File: config.mk
export PLATFORM = sky130hd
export DESIGN_NAME = pmodi2s_tx_fifo
export DESIGN_NICKNAME = d
export VERILOG_FILES = /design/src/rtl/pmodi2s_tx_fifo.sv
export SDC_FILE = /design/constraint.sdc
export NUM_CORES = 1
export LEC_CHECK = 0
export BUFFER_PORTS_ARGS = -buffer_cell sky130_fd_sc_hd__buf_2
export CORE_AREA = 2 2 210 212
export CTS_BUF_LIST = sky130_fd_sc_hd__clkbuf_4
export DETAILED_ROUTE_END_ITERATION = 10
export DIE_AREA = 0 0 212 214
export SETUP_SLACK_MARGIN = 0.02
export SLEW_MARGIN = 10
export SYNTH_ARGS = -nofsm -noshare
export SYNTH_HDL_FRONTEND = slang
export SYNTH_SLANG_ARGS = --single-unit
File: constraint.sdc
create_clock -name clk_i -period 5.14 [get_ports clk_i]
set_input_delay 1.028 -clock clk_i [delete_from_list [all_inputs] [get_ports clk_i]]
set_output_delay 1.028 -clock clk_i [all_outputs]
set_load 0.005 [all_outputs]
File: src/rtl/pmodi2s_tx_fifo.sv
// I2S / left-justified master transmitter for the Pmod I2S DAC: generates mclk/sck/lrck
// and serialises stereo frames popped from an internal FIFO once per lrck frame.
module pmodi2s_tx_fifo #(
    parameter int DATA_W     = 24,
    parameter int SLOT_W     = 32,
    parameter int MCLK_DIV   = 4,
    parameter int SCK_RATIO  = 4,
    parameter int FIFO_DEPTH = 8,
    parameter int LJ_MODE    = 0,
    parameter int HOLD_LAST  = 0
) (
    input  logic                            clk_i,
    input  logic                            rst_ni,
    input  logic                            en_i,
    input  logic                            in_valid_i,
    output logic                            in_ready_o,
    input  logic [DATA_W-1:0]               in_left_i,
    input  logic [DATA_W-1:0]               in_right_i,
    output logic                            data_rd_o,
    output logic [$clog2(FIFO_DEPTH+1)-1:0] fifo_level_o,
    output logic                            underrun_o,
    output logic [15:0]                     underrun_cnt_o,
    input  logic                            clr_underrun_i,
    output logic                            mclk_o,
    output logic                            sck_o,
    output logic                            lrck_o,
    output logic                            sdin_o
);
    localparam int D  = MCLK_DIV * SCK_RATIO;
    localparam int F  = 2 * SLOT_W * D;
    localparam int CW = $clog2(F);
    localparam int PW = $clog2(FIFO_DEPTH);
    localparam int LW = $clog2(FIFO_DEPTH + 1);
    localparam int FW = 2 * DATA_W;

    typedef enum logic {IDLE, RUN} state_t;

    state_t          state_q, state_d;
    logic [CW-1:0]   cnt_q, cnt_d;
    logic [FW-1:0]   frame_q, frame_d;
    logic [FW-1:0]   mem [FIFO_DEPTH];
    logic [FW-1:0]   head;
    logic [PW-1:0]   wr_ptr_q, wr_ptr_d, rd_ptr_q, rd_ptr_d;
    logic [LW-1:0]   level_q, level_d;
    logic            in_ready_q, in_ready_d;
    logic            data_rd_q;
    logic            underrun_q, underrun_d;
    logic [15:0]     ucnt_q, ucnt_d;
    logic            mclk_q, mclk_d, sck_q, sck_d, lrck_q, lrck_d, sdin_q, sdin_d;
    logic            load, push, pop, underrun_ev;
    int              c, b;

    // Bit idx of the left-justified stream (0..2*SLOT_W-1) for the given frame {left, right}.
    function automatic logic lj_bit(input logic [FW-1:0] fr, input int idx);
        logic [DATA_W-1:0] smp;
        logic [DATA_W-1:0] mask;
        int                s;
        smp = (idx >= SLOT_W) ? fr[DATA_W-1:0] : fr[FW-1:DATA_W];
        s   = idx % SLOT_W;
        if (s < DATA_W) begin
            mask = DATA_W'(1) << (DATA_W - 1 - s);
            return |(smp & mask);
        end
        return 1'b0;
    endfunction

    assign head = mem[rd_ptr_q];
    assign push = in_valid_i && in_ready_q;

    always_comb begin
        state_d = state_q;
        cnt_d   = cnt_q;
        frame_d = frame_q;
        load    = 1'b0;
        case (state_q)
            IDLE: begin
                cnt_d   = '0;
                frame_d = '0;
                if (en_i) state_d = RUN;
            end
            default: begin
                if (!en_i) begin
                    state_d = IDLE;
                    cnt_d   = '0;
                    frame_d = '0;
                end else if (cnt_q == CW'(F - 1)) begin
                    cnt_d = '0;
                    load  = 1'b1;
                end else begin
                    cnt_d = cnt_q + CW'(1);
                end
            end
        endcase

        pop         = load && (level_q != '0);
        underrun_ev = load && (level_q == '0);
        if (pop)
            frame_d = head;
        else if (underrun_ev)
            frame_d = (HOLD_LAST != 0) ? frame_q : '0;

        wr_ptr_d = push ? wr_ptr_q + PW'(1) : wr_ptr_q;
        rd_ptr_d = pop  ? rd_ptr_q + PW'(1) : rd_ptr_q;
        level_d  = level_q;
        if (push && !pop)
            level_d = level_q + LW'(1);
        else if (!push && pop)
            level_d = level_q - LW'(1);
        in_ready_d = (level_d < LW'(FIFO_DEPTH));

        // Clear has priority over an underrun arriving in the same cycle.
        underrun_d = underrun_q;
        ucnt_d     = ucnt_q;
        if (clr_underrun_i) begin
            underrun_d = 1'b0;
            ucnt_d     = '0;
        end else if (underrun_ev) begin
            underrun_d = 1'b1;
            if (ucnt_q != 16'hFFFF) ucnt_d = ucnt_q + 16'd1;
        end

        // Pins are registered from the next count so they line up with cnt_q.
        c      = int'(cnt_d);
        b      = c / D;
        mclk_d = 1'b0;
        sck_d  = 1'b0;
        lrck_d = 1'b0;
        sdin_d = 1'b0;
        if (state_d == RUN) begin
            mclk_d = (c % MCLK_DIV) >= (MCLK_DIV / 2);
            sck_d  = (c % D) >= (D / 2);
            lrck_d = (b >= SLOT_W);
            sdin_d = sdin_q;
            if ((c % D) == 0) begin
                if (LJ_MODE != 0)
                    sdin_d = lj_bit(frame_d, b);
                else if (b == 0)
                    sdin_d = lj_bit(frame_q, 2 * SLOT_W - 1);
                else
                    sdin_d = lj_bit(frame_d, b - 1);
            end
        end
    end

    always_ff @(posedge clk_i) begin
        if (push) mem[wr_ptr_q] <= {in_left_i, in_right_i};
    end

    always_ff @(posedge clk_i or negedge rst_ni) begin
        if (!rst_ni) begin
            state_q    <= IDLE;
            cnt_q      <= '0;
            frame_q    <= '0;
            wr_ptr_q   <= '0;
            rd_ptr_q   <= '0;
            level_q    <= '0;
            in_ready_q <= 1'b0;
            data_rd_q  <= 1'b0;
            underrun_q <= 1'b0;
            ucnt_q     <= '0;
            mclk_q     <= 1'b0;
            sck_q      <= 1'b0;
            lrck_q     <= 1'b0;
            sdin_q     <= 1'b0;
        end else begin
            state_q    <= state_d;
            cnt_q      <= cnt_d;
            frame_q    <= frame_d;
            wr_ptr_q   <= wr_ptr_d;
            rd_ptr_q   <= rd_ptr_d;
            level_q    <= level_d;
            in_ready_q <= in_ready_d;
            data_rd_q  <= pop;
            underrun_q <= underrun_d;
            ucnt_q     <= ucnt_d;
            mclk_q     <= mclk_d;
            sck_q      <= sck_d;
            lrck_q     <= lrck_d;
            sdin_q     <= sdin_d;
        end
    end

    assign in_ready_o     = in_ready_q;
    assign data_rd_o      = data_rd_q;
    assign fifo_level_o   = level_q;
    assign underrun_o     = underrun_q;
    assign underrun_cnt_o = ucnt_q;
    assign mclk_o         = mclk_q;
    assign sck_o          = sck_q;
    assign lrck_o         = lrck_q;
    assign sdin_o         = sdin_q;
endmodule

# Word-level counts from Yosys, hierarchy flattened
# Memories as Yosys holds them, arrays and structs flattened.
# Cells that the tools add are included.
dict set report totals {
  regBits 92
  ramBits 384
  mem_count 1
  out_inout_bits 27
}
# name words word_bits rd rd_ports_with_merged_regs wr line
set mem_list {}
lappend mem_list {mem 8 48 1 0 1 41} ;# logic [FW-1:0] mem [FIFO_DEPTH];
dict set report op_classes {
  magnitude_cmp 6
  bitwise_logic 2
  add_sub_neg 8
  n_mux 33
  eq_ne 3
  shifts 1
  n_reduce_logical 16
}
# operator n
set ops {}
lappend ops {{$mux 48} 4}
lappend ops {{$logic_not 32->1} 2}
lappend ops {{$mux 16} 3}
lappend ops {{$shl 1x32->24 const A} 1}
lappend ops {{$mux 10} 3}
lappend ops {{$and 24x24->24} 1}
lappend ops {{$mux 24} 1}
lappend ops {{$reduce_or 24->1} 1}
lappend ops {{$mux 1} 20}
lappend ops {{$add 16x1->16 const B} 1}
lappend ops {{$ne 16x16->1 const B} 1}
lappend ops {{$add 10x1->10 const B} 1}
lappend ops {{$eq 10x10->1 const B} 1}
lappend ops {{$mux 4} 2}
lappend ops {{$ge 7x7->1 const B} 1}
lappend ops {{$sub 6x1->7 const B} 1}
lappend ops {{$sub 6x6->7 const A} 1}
lappend ops {{$add 3x1->3 const B} 2}
lappend ops {{$ge 6x6->1 const B} 1}
lappend ops {{$lt 6x6->1 const B} 1}
lappend ops {{$logic_and 1x1->1} 5}
lappend ops {{$reduce_or 5->1} 1}
lappend ops {{$add 4x1->4 const B} 1}
lappend ops {{$ge 4x4->1 const B} 1}
lappend ops {{other kinds (10)} 12}

# Depth between registers and ports, before layout
# Gate-level depths: netlist of the first run.
dict set report depth {
  word_depth 16
  mapped_depth 18
  mapped_depth_nobuf 15
}

# Least setup slack after synthesis of the first run
# Ideal clock, no wire load.
dict set report synth_path {
  path_type {input to register}
  startpoint {in in_valid_i}
  endpoint {mem mem[0][0] (netlist name), enable pin}
  path_buffers 0
  required_ps 4567
  t_arrival_ps 5776
  setup_time_ps 573
  stages 2
  setup_slack_ps -1209
  cell_sequence {nand2_1 > nor4_1}
}
dict set report synth_via {
  elab_chain_cells 3
}
# item line
set synth_lines {}
lappend synth_lines {{from (decl)} 15} ;# input logic in_valid_i,
lappend synth_lines {{$logic_and 1x1->1} 68} ;# assign push = in_valid_i && in_ready_q;
lappend synth_lines {{$mux 1} 146} ;# if (push) mem[wr_ptr_q] <= {in_left_i, in_right_i};
lappend synth_lines {{$mux 1 (not written as such)} 146}
lappend synth_lines {{to (decl)} 41}
# Every way passes these cells.

# Worst setup path in the final report of the first run
dict set report layout_path {
  startpoint {reg cnt_q[1]}
  endpoint {reg sdin_q (netlist: sdin_o)}
}
dict set report layout_via {
  elab_chain_cells 16
  elab_cells_between_ends 34
  classes_between {add/sub: 3; order compare: 2; eq/ne: 2; shift: 1; mux: 18; bitwise: 2; reduce/logical: 6}
}
# item line
set layout_lines {}
lappend layout_lines {{from (decl)} 39} ;# logic [CW-1:0] cnt_q, cnt_d;
lappend layout_lines {{from (signal assigned)} 167} ;# cnt_q <= cnt_d;
lappend layout_lines {{$add 10x1->10 / $eq 10x10->1 (equally long branches)} {90, 86}}
lappend layout_lines {{$mux 10} 86} ;# end else if (cnt_q == CW'(F - 1)) begin
lappend layout_lines {{$mux 10} 82} ;# if (!en_i) begin
lappend layout_lines {{$mux 10} 75} ;# case (state_q)
lappend layout_lines {{$sub 6x1->7} 140} ;# sdin_d = lj_bit(frame_d, b - 1);
lappend layout_lines {{$reduce_or 5->1 (no source line)} -}
lappend layout_lines {{$and 1x1->1 (no source line)} -}
lappend layout_lines {{$sub 6x6->7 / $lt 6x6->1 (equally long branches)} {61, 60}}
lappend layout_lines {{$shl 1x32->24 / $mux 1 (equally long branches)} {61, 60}}
lappend layout_lines {{$and 24x24->24 / $mux 1 (equally long branches)} {62, 137}}
lappend layout_lines {{$reduce_or 24->1 / $mux 1 (equally long branches)} {62, 134}}
lappend layout_lines {{$mux 1, on equally long branches} {60, 129}}
lappend layout_lines {{$mux 1} 64} ;# return 1'b0;
lappend layout_lines {{$mux 1} 137} ;# else if (b == 0)
lappend layout_lines {{$mux 1} 134} ;# if ((c % D) == 0) begin
lappend layout_lines {{$mux 1} 129} ;# if (state_d == RUN) begin
lappend layout_lines {{to (signal assigned)} 179} ;# sdin_q <= sdin_d;
lappend layout_lines {{to (decl)} 49} ;# logic mclk_q, mclk_d, sck_q, sck_d, lrck_q, lrck_d, sdin_q, sdin_d;
# Parallel ways exist; a longest one is shown, timed or not. The select of a mux whose other input is x is not followed.
# A chain may end at the register's enable or synchronous reset.

==> results of run 1 <==
-- metal layers --
layer	up-vias	part of all wire (%)
met4	6	2.4
met5	-	0.081
li1	4571	-
met2	246	48
met3	68	4.8
met1	5161	45
-- kinds of logic after synthesis --
family | share of synthesized area [%]
multiplexers | 14.9
XOR/XNOR | 1.15
AO/OA/AOI/OAI | 4.07
adder cells (fa/ha/maj) | 0.785
AND/OR/NAND/NOR | 4.92
buffers and inverters | 1.84
flip-flops | 72.4
-- registers in the layout, indices dropped and copies added, names as in the netlist --
signal          flops
cnt_q              10
underrun_cnt_o     16
frame_q            48
in_ready_o          1
data_rd_o           1
sck_o               1
wr_ptr_q            3
mem               384
sdin_o              1
lrck_o              1
rd_ptr_q            3
state_q             1
fifo_level_o        4
underrun_o          1
mclk_o              1
-- how the worst max path moves through the flow --
stage                  startpoint                   to  slack, ps  cells after the start
2_1_floorplan          in_valid_i  mem[4][0]$_DFFE_PP_         70                      2
3_3_place_gp                 en_i   sdin_o$_DFFE_PN0P_        830                     12
3_5_place_dp                 en_i   sdin_o$_DFFE_PN0P_        730                     12
4_1_cts        cnt_q[1]$_DFF_PN0_   sdin_o$_DFFE_PN0P_        970                     15
5_1_grt        cnt_q[0]$_DFF_PN0_   sdin_o$_DFFE_PN0P_        530                     15
6_report       cnt_q[1]$_DFF_PN0_   sdin_o$_DFFE_PN0P_        990                     15
-- area by class of cell --
cell class,instances,area share [%]
clock inverters,17,0.402
clock buffers,196,6.75
diodes,2,0.0230
repair buffers,96,2.64
multi-input cells,505,22.9
flip-flops and latches,476,63.5
inverters,20,0.345
well taps,585,3.36
-- worst register-to-register path, cell delays in order (launching register included) --
cell and delay [ps]:
dfrtp_1 440, ha_1 430, nand3_1 150, xor2_1 240, nand2b_1 150, buf_4 200, ha_1 250, o21ai_1 100
a21oi_2 300, or2_1 610, mux2i_1 280, o22ai_1 100, mux2_1 300, a311oi_1 240, a211oi_1 120, o32a_1 170
-- power breakdown --
group / switching [mW] / internal [mW]
Sequential: 0.123 / 4.64
Combinational: 0.490 / 0.204
Clock: 1.45 / 1.71
Total: 2.06 / 6.55
-- synth_stat cells (3+ instances only) --
cell	n
or2_1	3
nand2b_1	8
nor4_1	4
ha_1	12
inv_1	20
a41oi_1	3
o211a_1	3
nand3_1	12
o2111ai_1	6
a211oi_1	3
buf_4	4
or3_1	7
mux4_2	97
nand2_1	75
nand4_1	7
o21ai_1	21
nor3_1	8
clkbuf_1	22
a311oi_1	3
a21oi_1	7
o21ai_0	32
nor2b_1	3
and3_1	5
edfxtp_1	384
buf_2	17
xnor2_1	11
xor2_1	14
dfrtp_1	92
mux2i_1	61
a22oi_1	3
nor2_1	44
buf_6	4
and2_1	5
buf_1	5
o21bai_1	3
==> flow_summary.ini, run 1 <==
[route]
drt-total-wl_um = 39300
vias = 10100
drcViolationCount = 0
viasPerCell = 5.30
drt_first_pass_iters = 6
ant_nets = 0
drt_first_iter_violations = 599
wl_per_cell_um = 20.7

[place]
hpwlAfterDp_um = 21600
place_inst = 1682
routabilityCongestion = 0.868
dp_slack_ps = 729
numPortBuffers = 79
post_dp_cell_area_sq_um = 20200

[synth]
yosysTopAreaCell = edfxtp_1
synth_ff_type = edfxtp_1
syn_inst = 1054
avgSynthCellArea_sq_um = 18.1
async_reset_ff_share_pct = 19.3
synth.top_cell.area_share_pct = 60.3
ys_seq_elements = 476
synth-edff-count = 384
synth_nets = 1119
seq_area_frac_synth_pct = 72.4
synth_cell_types = 76
ys_warn_count = 0
netlist_area_sq_um = 19100
ys_top_cells_by_area = edfxtp_1, dfrtp_1, mux4_2

[finish]
multi_input_area_sq_um = 5000
syn_to_final_growth_pct = 14.0
nets = 1282
layout_commonest_cell = edfxtp_1
regArea_sq_um = 13800
instances_no_fill = 1897
final_cell_mix = edfxtp_1, clkbuf_4, mux4_2
drive_above_1_share_pct = 32.5
n_fill_cell = 3600
post-route-cell-area_sq_um = 21800
fin_util_pct = 50.8

[global_route]
grt_pass1_vias = 10500
grt_pass1_wl_um = 61700
use_met3_pct = 4.71
grt_remaining_overflow = 0
grt_max_degree = 65
top_usage_layer = met2
antenna_found_initial = 5
grt_use_total_pct = 18.1
grt_util_met1_pct = 25.1
grt_use_met2_pct = 27.7

[floorplan]
die_w_um = 212
fp.coreArea_sq_um = 42900
die_h_um = 214
dieArea_sq_um = 45400
core.rowCount = 76
ioPinCount = 80
start_util_pct = 44.6

[critical_path]
cp_slowest_stage_delay_ps = 610
critPathRequiredTime_ps = 5830
crit_arrival_ps = 4840
crit_type = reg -> reg
crit_buf_inv = 1
cp_top_family = compound AO/OA/AOI/OAI gates
crit_chain = ha_1 -> nand3_1 -> xor2_1 -> nand2b_1 -> buf_4 -> ha_1 -> o21ai_1 -> a21oi_2 -> or2_1 -> mux2i_1 -> o22ai_1 -> mux2_1 -> a311oi_1 -> a211oi_1 -> o32a_1
cp_slowest_cell = or2_1
end_kind = flop
reg2reg_from = cnt_q[1]$_DFF_PN0_
crit_path_max_fanout = 13
cp_common_cell = ha_1
r2r-end = sdin_o$_DFFE_PN0P_
r2r_cells = 15
r2r_setup_slack_ps = 990
startpoint_type = flop

[timing]
maxSlewHeadroom_pct = 36.3
rsz0062_at_grt = no
fin_setup_tns_ps = 0
setup_violations = 0
maxClockFrequency_mhz = 241
clock_skew_ps = 89.2
min_period_over_period_pct = 80.8
drv_slew = 0
worst_hold_slack_ps = 317
layout_setup_ws_ps = 989
layout_min_cycle_time_ps = 4150
hold_violations = 0
worstMarginPinSlew_ps = 955

[clock_network]
cts_tree = yes
clk_latency_ps = 850
clock_path_buffers = 3
cts_root_buf = clkbuf_4
cts_buffers = 118
hold_buffers = 0
cts.sinks = 476
postCtsSetupBuffers = 0
post_cts_resized = 0
h-tree-depth = 3
path_clk_slew_ps = 60

[power]
p_per_area_nw_per_um2 = 395
leakage_nw = 7.60
power_mw = 8.61
ir_worst_vdd_mv = 0.211

[flow_run]
cap_violations = 0

[status]
outcome = complete, no violations

[hold_path]
hp-class = in -> async
No activity file was read; power rests on OpenSTA's default activity.
==> run 2, diff against run 1 <==
- clock period: 5.14 -> 3.5 ns (I/O delays scaled with it)
==> flow_summary.ini, run 2 (synthesis gave the netlist of run 1 again) <==
[route]
drt_first_pass_iters = 4
drt_first_iter_violations = 708
ant_nets = 0
drt-total-wl_um = 40000
viasPerCell = 5.22
wl_per_cell_um = 20.7
drcViolationCount = 0
vias = 10100

[place]
hpwlAfterDp_um = 22800
numPortBuffers = 79
routabilityCongestion = 0.901

[floorplan]
core.rowCount = 76
ioPinCount = 80
dieArea_sq_um = 45400
die_w_um = 212
fp.coreArea_sq_um = 42900
die_h_um = 214
start_util_pct = 44.6

[finish]
final_cell_mix = edfxtp_1, clkbuf_4, mux4_2
multi_input_area_sq_um = 5030
top_register = mem
syn_to_final_growth_pct = 16.7
drive_above_1_share_pct = 34.0
n_fill_cell = 3530
regArea_sq_um = 13800
nets = 1313
largest_reg_flops = 384
layout_commonest_cell = edfxtp_1

[hold_path]
hold_depth = 1
hp-class = in -> reg
hold_start = en_i
min_to = state_q$_DFF_PN0_

[timing]
rsz0062_at_grt = no
drv_slew = 0
worst_hold_slack_ps = 124
fin_setup_tns_ps = 0
setup_violations = 0
layout_min_cycle_time_ps = 3180
min_period_over_period_pct = 90.9
worstMarginPinSlew_ps = 600
clock_skew_ps = 53.3
maxSlewHeadroom_pct = 60.0
maxClockFrequency_mhz = 314
hold_violations = 0

[critical_path]
crit_path_max_fanout = 11
critPathRequiredTime_ps = 4280
end_kind = flop
crit_type = reg -> reg
worstSetupStartpoint = cnt_q[3]$_DFF_PN0_
crit_arrival_ps = 3960
reg2reg_from = cnt_q[3]$_DFF_PN0_
r2r_cells = 15
r2r_setup_slack_ps = 320
startpoint_type = flop
r2r-end = sdin_o$_DFFE_PN0P_

[power]
p_per_area_nw_per_um2 = 586
power_mw = 13.1
leakage_nw = 7.85
ir_worst_vdd_mv = 0.295

[clock_network]
clock_path_buffers = 3
h-tree-depth = 3
path_clk_slew_ps = 80
cts_root_buf = clkbuf_4
cts_buffers = 121
postCtsSetupBuffers = 0
cts.sinks = 476
cts_tree = yes
clk_latency_ps = 840

[global_route]
grt_use_total_pct = 18.3
grt_remaining_overflow = 0
grt_pass1_wl_um = 62600
grt_pass1_vias = 10900
grt_max_degree = 56
antenna_found_initial = 6

[flow_run]
cap_violations = 0

[status]
outcome = complete, no violations
## run 2: metal layers
layer,GRT usage (%),vias to the layer above,share of wire (%)
li1,-,4639,-
met1,24.7,5129,45
met2,28.9,220,49
met3,4.69,74,4.4
met4,6.83,10,2.2
met5,0,-,0.15
## run 2: layout make-up
class | count | area share (%)
flip-flops and latches | 476 | 62.1
multi-input cells | 505 | 22.6
clock buffers | 182 | 6.13
repair buffers | 124 | 4.10
well taps | 585 | 3.28
clock inverters | 38 | 1.49
inverters | 20 | 0.337
diodes | 1 | 0.0112
## run 2: critical path, stage by stage, from the launching register on
cell,delay (ps)
dfrtp_1,470
and3_4,320
nand2_1,80
xor2_1,140
nand2b_4,160
ha_2,220
o21ai_2,80
a21oi_4,230
nand2_1,100
xnor2_1,150
ha_1,210
or3_1,310
o211ai_1,80
o2111ai_1,180
a311oi_1,260
o32a_1,180
## run 2: what timing repair did
item,4_1_cts,5_1_grt
endpoints found under the setup margin,0,1
endpoints found under the hold margin,41,0
hold buffers,1,0
resized for setup,0,1
## run 2: power breakdown
group	switching, mW	total, mW	internal [mW]
clock	2.20	5.02	2.82
sequential	0.178	6.98	6.80
combinational	0.733	1.08	0.345
## run 2: how the worst max path moves through the flow
| stage | end | slack (ps) | depth (start not counted) |
|---|---|---|---|
| after floorplan | mem[4][0]$_DFFE_PP_ | -1240 | 2 |
| after global placement | sdin_o$_DFFE_PN0P_ | 160 | 13 |
| after detailed placement | sdin_o$_DFFE_PN0P_ | 80 | 13 |
| after CTS | sdin_o$_DFFE_PN0P_ | 300 | 14 |
| after global routing | sdin_o$_DFFE_PN0P_ | 100 | 15 |
| final | sdin_o$_DFFE_PN0P_ | 320 | 15 |
## run 2: metrics by stage
step                      setup slack, ps  util (%)  area (sq um)  cells
after floorplan                     -1240         -         19200   1054
after global placement                157      48.0         20600   1709
after detailed placement             82.5      48.0         20600   1709
after CTS                             297      52.0         22300   1930
after global routing                 97.6      52.0         22300   1931
final                                 319      52.0         22300   1931
